===== config.mk =====
export PLATFORM = sky130hd
export DESIGN_NAME = control_unit
export DESIGN_NICKNAME = d
export VERILOG_FILES = /design/src/rtl/control_unit_pkg.sv /design/src/rtl/control_unit_handshake_timer.sv /design/src/rtl/control_unit.sv
export SDC_FILE = /design/constraint.sdc
export NUM_CORES = 1
export LEC_CHECK = 0
export ABC_AREA = 1
export CAP_MARGIN = 20
export CORE_MARGIN = 2
export CORE_UTILIZATION = 41
export CTS_BUF_LIST = sky130_fd_sc_hd__clkbuf_2
export CTS_CLUSTER_SIZE = 8
export DETAILED_ROUTE_END_ITERATION = 16
export GPL_TIMING_DRIVEN = 1
export PLACE_DENSITY = 0.78
export SLEW_MARGIN = 40
export SYNTH_ARGS = -nofsm -noshare
export SYNTH_HDL_FRONTEND = slang
export SYNTH_HIERARCHICAL = 1
export SYNTH_SLANG_ARGS = --single-unit

===== constraint.sdc =====
create_clock -name Clock -period 1.7 [get_ports Clock]
set_input_delay 0.34 -clock Clock [delete_from_list [all_inputs] [get_ports Clock]]
set_output_delay 0.34 -clock Clock [all_outputs]
set_load 0.05 [all_outputs]

===== src/rtl/control_unit_pkg.sv =====
// Shared encodings for the control unit: opcodes, ALU operation codes, FSM states
// and the packed bundle of control strobes, plus the Moore output decoder.
package control_unit_pkg;

  localparam logic [4:0] OP_LD   = 5'b00000;
  localparam logic [4:0] OP_LDI  = 5'b00001;
  localparam logic [4:0] OP_ST   = 5'b00010;
  localparam logic [4:0] OP_ADD  = 5'b00011;
  localparam logic [4:0] OP_SUB  = 5'b00100;
  localparam logic [4:0] OP_NOP  = 5'b11010;
  localparam logic [4:0] OP_HALT = 5'b11011;

  localparam logic [5:0] ALU_ADD = 6'b000100;
  localparam logic [5:0] ALU_SUB = 6'b000101;

  typedef enum logic [3:0] {
    S_RST, S_T0, S_T1, S_T2, S_T3, S_T4, S_T5, S_T6, S_T7, S_HALT
  } state_t;

  typedef struct packed {
    logic       pc_out;
    logic       mdr_out;
    logic       rzlo_out;
    logic       imm_out;
    logic       pc_in;
    logic       ir_in;
    logic       ry_in;
    logic       rz_in;
    logic       mar_in;
    logic       mdr_in;
    logic       read;
    logic       write;
    logic       inc_pc;
    logic       gra;
    logic       grb;
    logic       grc;
    logic       ba_out;
    logic       r_out;
    logic       r_in;
    logic       run;
    logic [5:0] op_select;
  } ctrl_t;

  // Strobes are a pure function of the state and the latched opcode.
  function automatic ctrl_t decode_ctrl(input state_t state, input logic [4:0] opcode);
    ctrl_t c;
    logic  mem_op;
    c      = '0;
    mem_op = (opcode == OP_LD) || (opcode == OP_LDI) || (opcode == OP_ST);
    c.run  = (state != S_RST) && (state != S_HALT);
    case (state)
      S_T0: begin
        c.pc_out = 1'b1; c.mar_in = 1'b1; c.inc_pc = 1'b1;
      end
      S_T1: begin
        c.read = 1'b1; c.mdr_in = 1'b1;
      end
      S_T2: begin
        c.mdr_out = 1'b1; c.ir_in = 1'b1;
      end
      S_T3: begin
        c.grb = 1'b1; c.r_out = 1'b1; c.ry_in = 1'b1; c.ba_out = mem_op;
      end
      S_T4: begin
        c.rz_in = 1'b1;
        if (mem_op) begin
          c.imm_out = 1'b1; c.op_select = ALU_ADD;
        end else begin
          c.grc = 1'b1; c.r_out = 1'b1;
          c.op_select = (opcode == OP_SUB) ? ALU_SUB : ALU_ADD;
        end
      end
      S_T5: begin
        c.rzlo_out = 1'b1;
        if ((opcode == OP_LD) || (opcode == OP_ST)) c.mar_in = 1'b1;
        else begin
          c.gra = 1'b1; c.r_in = 1'b1;
        end
      end
      S_T6: begin
        if (opcode == OP_LD) begin
          c.read = 1'b1; c.mdr_in = 1'b1;
        end else if (opcode == OP_ST) begin
          c.gra = 1'b1; c.r_out = 1'b1; c.mdr_in = 1'b1;
        end
      end
      S_T7: begin
        if (opcode == OP_LD) begin
          c.mdr_out = 1'b1; c.gra = 1'b1; c.r_in = 1'b1;
        end else if (opcode == OP_ST) c.write = 1'b1;
      end
      default: ;
    endcase
    return c;
  endfunction

endpackage


===== src/rtl/control_unit_handshake_timer.sv =====
// Counts consecutive cycles spent waiting on a handshake; expired flags the last
// permitted cycle so the FSM can abandon the wait on the following edge.
module handshake_timer #(
  parameter int WAIT_LIMIT = 16
) (
  input  logic Clock,
  input  logic clear,
  input  logic count,
  output logic expired
);

  localparam int CW = (WAIT_LIMIT > 1) ? $clog2(WAIT_LIMIT) : 1;
  localparam logic [CW-1:0] LAST = CW'(WAIT_LIMIT - 1);

  logic [CW-1:0] count_q, count_d;

  // Dropping count (handshake seen or not waiting) reloads zero for the next wait.
  always_comb begin
    count_d = count ? count_q + 1'b1 : '0;
  end

  always_ff @(posedge Clock or posedge clear) begin
    if (clear) count_q <= '0;
    else       count_q <= count_d;
  end

  assign expired = (count_q == LAST);

endmodule


===== src/rtl/control_unit.sv =====
// Multi-cycle control FSM for a small load/store CPU; outputs are registered
// decodes of the next state, so each state's strobes appear with that state.
module control_unit
  import control_unit_pkg::*;
#(
  parameter int WAIT_LIMIT = 16
) (
  input  logic        Clock,
  input  logic        clear,
  input  logic [31:0] IR,
  input  logic        finished,
  input  logic        memFinished,
  output logic        PCout,
  output logic        MDRout,
  output logic        RZLOout,
  output logic        Immout,
  output logic        PCin,
  output logic        IRin,
  output logic        RYin,
  output logic        RZin,
  output logic        MARin,
  output logic        MDRin,
  output logic        Read,
  output logic        Write,
  output logic        IncPC,
  output logic        Gra,
  output logic        Grb,
  output logic        Grc,
  output logic        BAout,
  output logic        Rout,
  output logic        Rin,
  output logic [5:0]  opSelect,
  output logic        start,
  output logic        run,
  output logic        fault
);

  state_t     state_q, state_d;
  logic [4:0] opcode_q, opcode_d;
  ctrl_t      ctrl_q, ctrl_d;
  logic       start_q, start_d;
  logic       fault_q, fault_d;
  logic       in_wait, handshake, count_en, expired;
  logic [4:0] ir_op;
  logic       unused_ir;

  assign ir_op     = IR[31:27];
  assign unused_ir = ^IR[26:0];
  assign count_en  = in_wait && !handshake;

  handshake_timer #(.WAIT_LIMIT(WAIT_LIMIT)) u_timer (
    .Clock   (Clock),
    .clear   (clear),
    .count   (count_en),
    .expired (expired)
  );

  // Identify which handshake (if any) the current state is blocked on.
  always_comb begin
    in_wait   = 1'b0;
    handshake = memFinished;
    case (state_q)
      S_T1:    in_wait = 1'b1;
      S_T4:    begin in_wait = 1'b1; handshake = finished; end
      S_T6:    in_wait = (opcode_q == OP_LD);
      S_T7:    in_wait = (opcode_q == OP_ST);
      default: ;
    endcase
  end

  always_comb begin
    state_d  = state_q;
    opcode_d = opcode_q;
    fault_d  = fault_q;
    case (state_q)
      S_RST: state_d = S_T0;
      S_T0:  state_d = S_T1;
      S_T1:  if (handshake) state_d = S_T2;
      S_T2: begin
        case (ir_op)
          OP_HALT: state_d = S_HALT;
          OP_LD, OP_LDI, OP_ST, OP_ADD, OP_SUB: begin
            state_d  = S_T3;
            opcode_d = ir_op;
          end
          default: state_d = S_T0;
        endcase
      end
      S_T3: state_d = S_T4;
      S_T4: if (handshake) state_d = S_T5;
      S_T5: state_d = ((opcode_q == OP_LD) || (opcode_q == OP_ST)) ? S_T6 : S_T0;
      S_T6: if (!in_wait || handshake) state_d = S_T7;
      S_T7: if (!in_wait || handshake) state_d = S_T0;
      default: ;
    endcase
    // A wait that reaches its limit without a handshake abandons the instruction.
    if (count_en && expired) begin
      state_d = S_HALT;
      fault_d = 1'b1;
    end
    ctrl_d  = decode_ctrl(state_d, opcode_d);
    start_d = (state_d == S_T4) && (state_q != S_T4);
  end

  always_ff @(posedge Clock or posedge clear) begin
    if (clear) begin
      state_q  <= S_RST;
      opcode_q <= '0;
      ctrl_q   <= '0;
      start_q  <= 1'b0;
      fault_q  <= 1'b0;
    end else begin
      state_q  <= state_d;
      opcode_q <= opcode_d;
      ctrl_q   <= ctrl_d;
      start_q  <= start_d;
      fault_q  <= fault_d;
    end
  end

  assign PCout    = ctrl_q.pc_out;
  assign MDRout   = ctrl_q.mdr_out;
  assign RZLOout  = ctrl_q.rzlo_out;
  assign Immout   = ctrl_q.imm_out;
  assign PCin     = ctrl_q.pc_in;
  assign IRin     = ctrl_q.ir_in;
  assign RYin     = ctrl_q.ry_in;
  assign RZin     = ctrl_q.rz_in;
  assign MARin    = ctrl_q.mar_in;
  assign MDRin    = ctrl_q.mdr_in;
  assign Read     = ctrl_q.read;
  assign Write    = ctrl_q.write;
  assign IncPC    = ctrl_q.inc_pc;
  assign Gra      = ctrl_q.gra;
  assign Grb      = ctrl_q.grb;
  assign Grc      = ctrl_q.grc;
  assign BAout    = ctrl_q.ba_out;
  assign Rout     = ctrl_q.r_out;
  assign Rin      = ctrl_q.r_in;
  assign opSelect = ctrl_q.op_select;
  assign run      = ctrl_q.run;
  assign start    = start_q;
  assign fault    = fault_q;

endmodule


Word-level counts from Yosys, hierarchy flattened
Cells that the tools add are included.
Storage, ports and cells
  bits in registers: 38
  bits in latches: 0
  bits in writable memories: 0
  bits in read-only memories: 0
  bits of input ports: 36
  output and inout bits: 28
  word-level logic and storage cells: 109
  memories: 0
Operators by class
  $add $sub $neg: 1
  multipliers: 0
  div/mod/pow operators: 0
  order comparisons: 0
  eq/ne operators: 28
  shift-type cells: 0
  mux-type cells: 39
  bitwise operators: 0
  reduce and logical (&&, ||, !) cells: 18
Operators by type and width (count)
  4-bit case mux with 9 select lines: 1
  4-bit by 3-bit equality test with 1-bit output, second input constant: 8
  4-bit two-way mux: 6
  5-bit by 2-bit equality test with 1-bit output, second input constant: 4
  1-bit two-way mux: 20
  4-bit by 2-bit equality test with 1-bit output, second input constant: 4
  5-bit zero test: 3
  4-bit equality test, second input constant: 3
  5-bit by 1-bit equality test with 1-bit output, second input constant: 2
  5-bit by 3-bit equality test with 1-bit output, second input constant: 2
  5-bit two-way mux: 2
  1-bit case mux with 3 select lines: 3
  4-bit by 1-bit equality test with 1-bit output, second input constant: 2
  4-bit case mux with 2 select lines: 1
  3-bit two-way mux: 2
  1-bit case mux with 2 select lines: 3
  5-bit equality test, second input constant: 1
  1-bit logical OR: 5
  5-bit OR reduction: 1
  4-bit by 1-bit adder with 4-bit output, second input constant: 1
  1-bit logical AND: 4
  4-bit zero test: 1
  4-bit by 3-bit != test with 1-bit output, second input constant: 1
  4-bit != test, second input constant: 1
  4 further kinds: 5

Depth between registers and ports, before layout
  word-level depth: 10
  gate-level depth with buffers: 13
  depth with buffers taken out: 13

Modules after synthesis
The synthesis kept the hierarchy.
Modules (own cells, without submodules)
  control_unit: times used 1, cells each 186, area each 1567.8 um2, seq. area each 725.7 um2
  handshake_timer: times used 1, cells each 21, area each 173.9 um2, seq. area each 100.1 um2

Worst setup path before layout
Ideal clock, no wire load.
  path kind: register to register
  start point: register state_q[3]
  end point: register ctrl_q, in the netlist Rout
  library setup time: 0.127 ns
  arrival time: 1.566 ns
  data required time: 1.573 ns
  slack: 0.007 ns
  stages on the path, launching flop included: 13
  path buffers: 0
  period minus slack after synthesis: 1.693 ns
  path through: dfrtp_1 inv_4 nand2_4 nor2_4 nand2_2 o21ai_4 nand2_4 nand2_2 nand3_1 nor2_2 nor2_1 nand3_1 nand3_1
RTL lines
  start: declaration: line control_unit.sv:38  | state_t state_q, state_d;
  start signal: assignment: line control_unit.sv:113  | state_q <= state_d;
  end signal: assignment: line control_unit.sv:115  | ctrl_q <= ctrl_d;
  end: declaration: line control_unit.sv:40  | ctrl_t ctrl_q, ctrl_d;

==> impl_metrics.json <==
{
  "status": "finished with violations",
  "violations": "setup timing",
  "start_util_pct": 42.9,
  "hold_violations": 0,
  "dieHeight_um": 69.2,
  "arrival_ns": 2.36,
  "antenna_found_initial": 0,
  "cts_buffers": 5,
  "fin_crit_sh_pct": 120,
  "worstSetupPathType": "input port to flip-flop",
  "worstPathRequired_ns": 2.03,
  "row_count": 23,
  "crit_fanout": 3,
  "hp-class": "input port to asynchronous set/reset pin",
  "yosys-top-cells-area": "dfrtp_1, nand2_1, inv_1, nor2_1, buf_4",
  "rsz0062_at_grt": "yes",
  "yosysMostFrequentCell": "nand2_1",
  "synth_cell_types": 29,
  "drtAntennaViolNets": 0,
  "first_iter_violations": 196,
  "ys_ff_latch": 33,
  "ys.warnings.count": 6,
  "finClkSkew_ns": 0.0250,
  "area_delta_synth_final_pct": 59.3,
  "synthArstFlopShare_pct": 100,
  "yosys.area.top_type": "dfrtp_1",
  "cts_max_level": 2,
  "detailed_place_hpwl_mm": 3.24,
  "pwr-share-comb_pct": 7.7,
  "worstMarginPinSlew_ns": 0.522,
  "cts_tree": "yes",
  "path_clk_slew_ns": 0.19,
  "p_seq_share_pct": 61.6,
  "drtPass1Iterations": 5,
  "cts.hold.buffers_added": 0,
  "finalSetupViolations": 24,
  "maxCapViolations": 0,
  "stdcell_count": 350,
  "synth-edff-count": 0,
  "p_clk_share_pct": 30.8,
  "fmax_mhz": 492,
  "dieArea_mm2": 0.00479,
  "drcViolationCount": 0,
  "peakVddDrop_v": 0.000227,
  "antennaDiodeCount": 0,
  "start_kind": "input port",
  "clk_path_buf_depth": 2,
  "place_area_mm2": 0.00230,
  "timing.final.ws_setup_ns": -0.333,
  "finalNetCount": 336,
  "coreArea_mm2": 0.00406,
  "yosysTopAreaCellShare_pct": 47.4,
  "final_area_mm2": 0.00277,
  "p_per_area_mw_per_mm2": 460,
  "nFillCells": 266,
  "placedCellCount": 322,
  "intPower_mw": 0.915,
  "power_leakage_nw": 1.44,
  "grt_pass1_wl_mm": 7.60,
  "period_needed_ns": 2.03,
  "root_buffer": "clkbuf_2",
  "syn_inst": 207,
  "grt_pass1_vias": 1664,
  "cp-end-kind": "flip-flop",
  "power_mw": 1.28,
  "syn-cell-area_mm2": 0.00174,
  "cts.sinks": 33,
  "p_sw_mw": 0.361,
  "io_pins": 64,
  "die_w_um": 69.2,
  "yosys_most_used_dff": "dfrtp_1",
  "switching_share_pct": 28.3,
  "wl_mm": 5.59,
  "grt.total_usage_pct": 20.0,
  "slew_headroom_pct": 64.8,
  "routed_via_density": 5.23,
  "clk_latency_ns": 0.40,
  "grt.overflow.total": 0,
  "port_buffers": 31,
  "grt_max_degree": 30,
  "wire_per_inst_um": 16.0,
  "route.vias.total": 1829,
  "ys_seq_area_share_pct": 47.4,
  "postSynthAreaPerCell_um2": 8.41,
  "slew_viol_final": 0,
  "synth_common_cells": "nand2_1, dfrtp_1, inv_1, nor2_1, nand3_1",
  "place.gp.congestion": 0.916,
  "drive_above_1_share_pct": 56.7
}
-- worst max-delay path, cell delays in order --
cell and delay, ns:
clkdlybuf4s50_1 0.44, o21ai_0 0.46, buf_4 0.20, nand2_1 0.05
nand2_1 0.07, o211a_1 0.19, nand2_1 0.08, nor2_2 0.11
nand2_2 0.08, nor2_2 0.15, nand3_2 0.12, o21ai_2 0.07
-- worst paths after layout --
kind                                                    from                           end  slack, ns  cells past startpoint
worst max register to register         opcode_q[2]$_DFF_PP0_                Read$_DFF_PP0_      -0.24                     11
worst max-delay path                                  IR[28]              MDRout$_DFF_PP0_      -0.33                     12
min in group Clock              u_timer/count_q[0]$_DFF_PP0_  u_timer/count_q[0]$_DFF_PP0_       0.50                      1
max in group asynchronous                              clear          state_q[0]$_DFF_PP0_       1.09                      3
worst min-delay path                                   clear  u_timer/count_q[0]$_DFF_PP0_       0.11                      2
worst min register to register  u_timer/count_q[0]$_DFF_PP0_  u_timer/count_q[0]$_DFF_PP0_       0.50                      1
-- placed cells by master, fill, tap and decap left out, types with 2 or more instances in the layout --
master           netlist  routed
o21ai_4                1       5
inv_1                 31      24
nand3_1               10       7
o21ai_2                2       3
nor2_4                 5      10
nand3_4                3       5
nand2_2                6      18
nand2_4                2       6
conb_1                 1       5
clkinv_2               0       2
inv_4                  1       4
nor2_2                 4      12
o21ai_1                5       2
dfrtp_2                0       2
buf_6                  0       7
clkbuf_2               0       5
dfrtp_1               33      31
clkdlybuf4s50_1        0       8
nand2_1               45      28
nor2_1                29      16
buf_4                  8      73
inv_2                  2       6
nand3_2                4       5
-- registers in the layout, indices dropped and copies added, names as in the netlist --
| name | flops |
|---|---|
| BAout | 1 |
| Gra | 1 |
| Grb | 1 |
| Grc | 1 |
| IRin | 1 |
| Immout | 1 |
| IncPC | 1 |
| MARin | 1 |
| MDRin | 1 |
| MDRout | 1 |
| RZLOout | 1 |
| Read | 1 |
| Rin | 1 |
| Rout | 1 |
| Write | 1 |
| fault | 1 |
| opSelect | 2 |
| opcode_q | 5 |
| run | 1 |
| start | 1 |
| state_q | 4 |
| u_timer/count_q | 4 |
-- power groups by stage --
| stage | clock (mW) | sequential [mW] | combinational (mW) |
|---|---|---|---|
| final | 0.392 | 0.786 | 0.0976 |
| after global routing | 0.427 | 0.786 | 0.103 |
| after CTS | 0.393 | 0.786 | 0.0931 |
| after detailed placement | 0 | 0.800 | 0.0883 |
| after global placement | 0 | 0.800 | 0.0876 |
| after floorplan | 0 | 0.800 | 0.0545 |
-- kinds of logic (layout without fill, tap and decap cells) --
family                   after synthesis  after routing  share of synthesized area [%]
AO/OA/AOI/OAI                         17             17                           6.83
flip-flops                            33             33                           47.4
buffers and inverters                 42            131                           10.9
AND/OR/NAND/NOR                      113            113                           33.9
other                                  1              5                          0.215
adder cells (fa/ha/maj)                1              1                          0.718
-- through the flow --
stage                     util [%]  hold slack [ns]  setup WS (ns)  setup TNS (ns)
final                         68.4            0.108         -0.333           -4.34
after global routing          68.4            0.101         -0.347           -5.29
after CTS                     61.9            0.107         -0.173           -2.09
after detailed placement      56.6            0.445         -0.560           -8.00
after global placement        56.6            0.441         -0.525           -6.96
after floorplan                  -            0.106        0.00668               0
-- repair_timing --
action	CTS	global route
resized for setup	36	44
gates cloned	0	0
setup buffers	9	12
setup endpoints to repair	16	23
pin swaps	22	27
-- routing by layer --
layer	GRT usage, %	up-vias	share of wire, %	wire length (µm)
li1	-	812	-	-
met1	24.0	875	38	2110
met2	34.7	105	51	2840
met3	4.07	37	6.5	363
met4	8.71	0	5.0	277
met5	0	-	0	0
-- layout make-up --
cell class                 instances  area [µm²]  share of cell area [%]
inverter                          34         138                    4.96
clock inverter                     3        17.5                   0.631
tap                               50        62.6                    2.26
clock buffer                       5        25.0                   0.902
timing repair buffer              89         727                    26.2
multi-input combinational        136         976                    35.2
sequential                        33         828                    29.9
(Power assumes the default switching activity.)
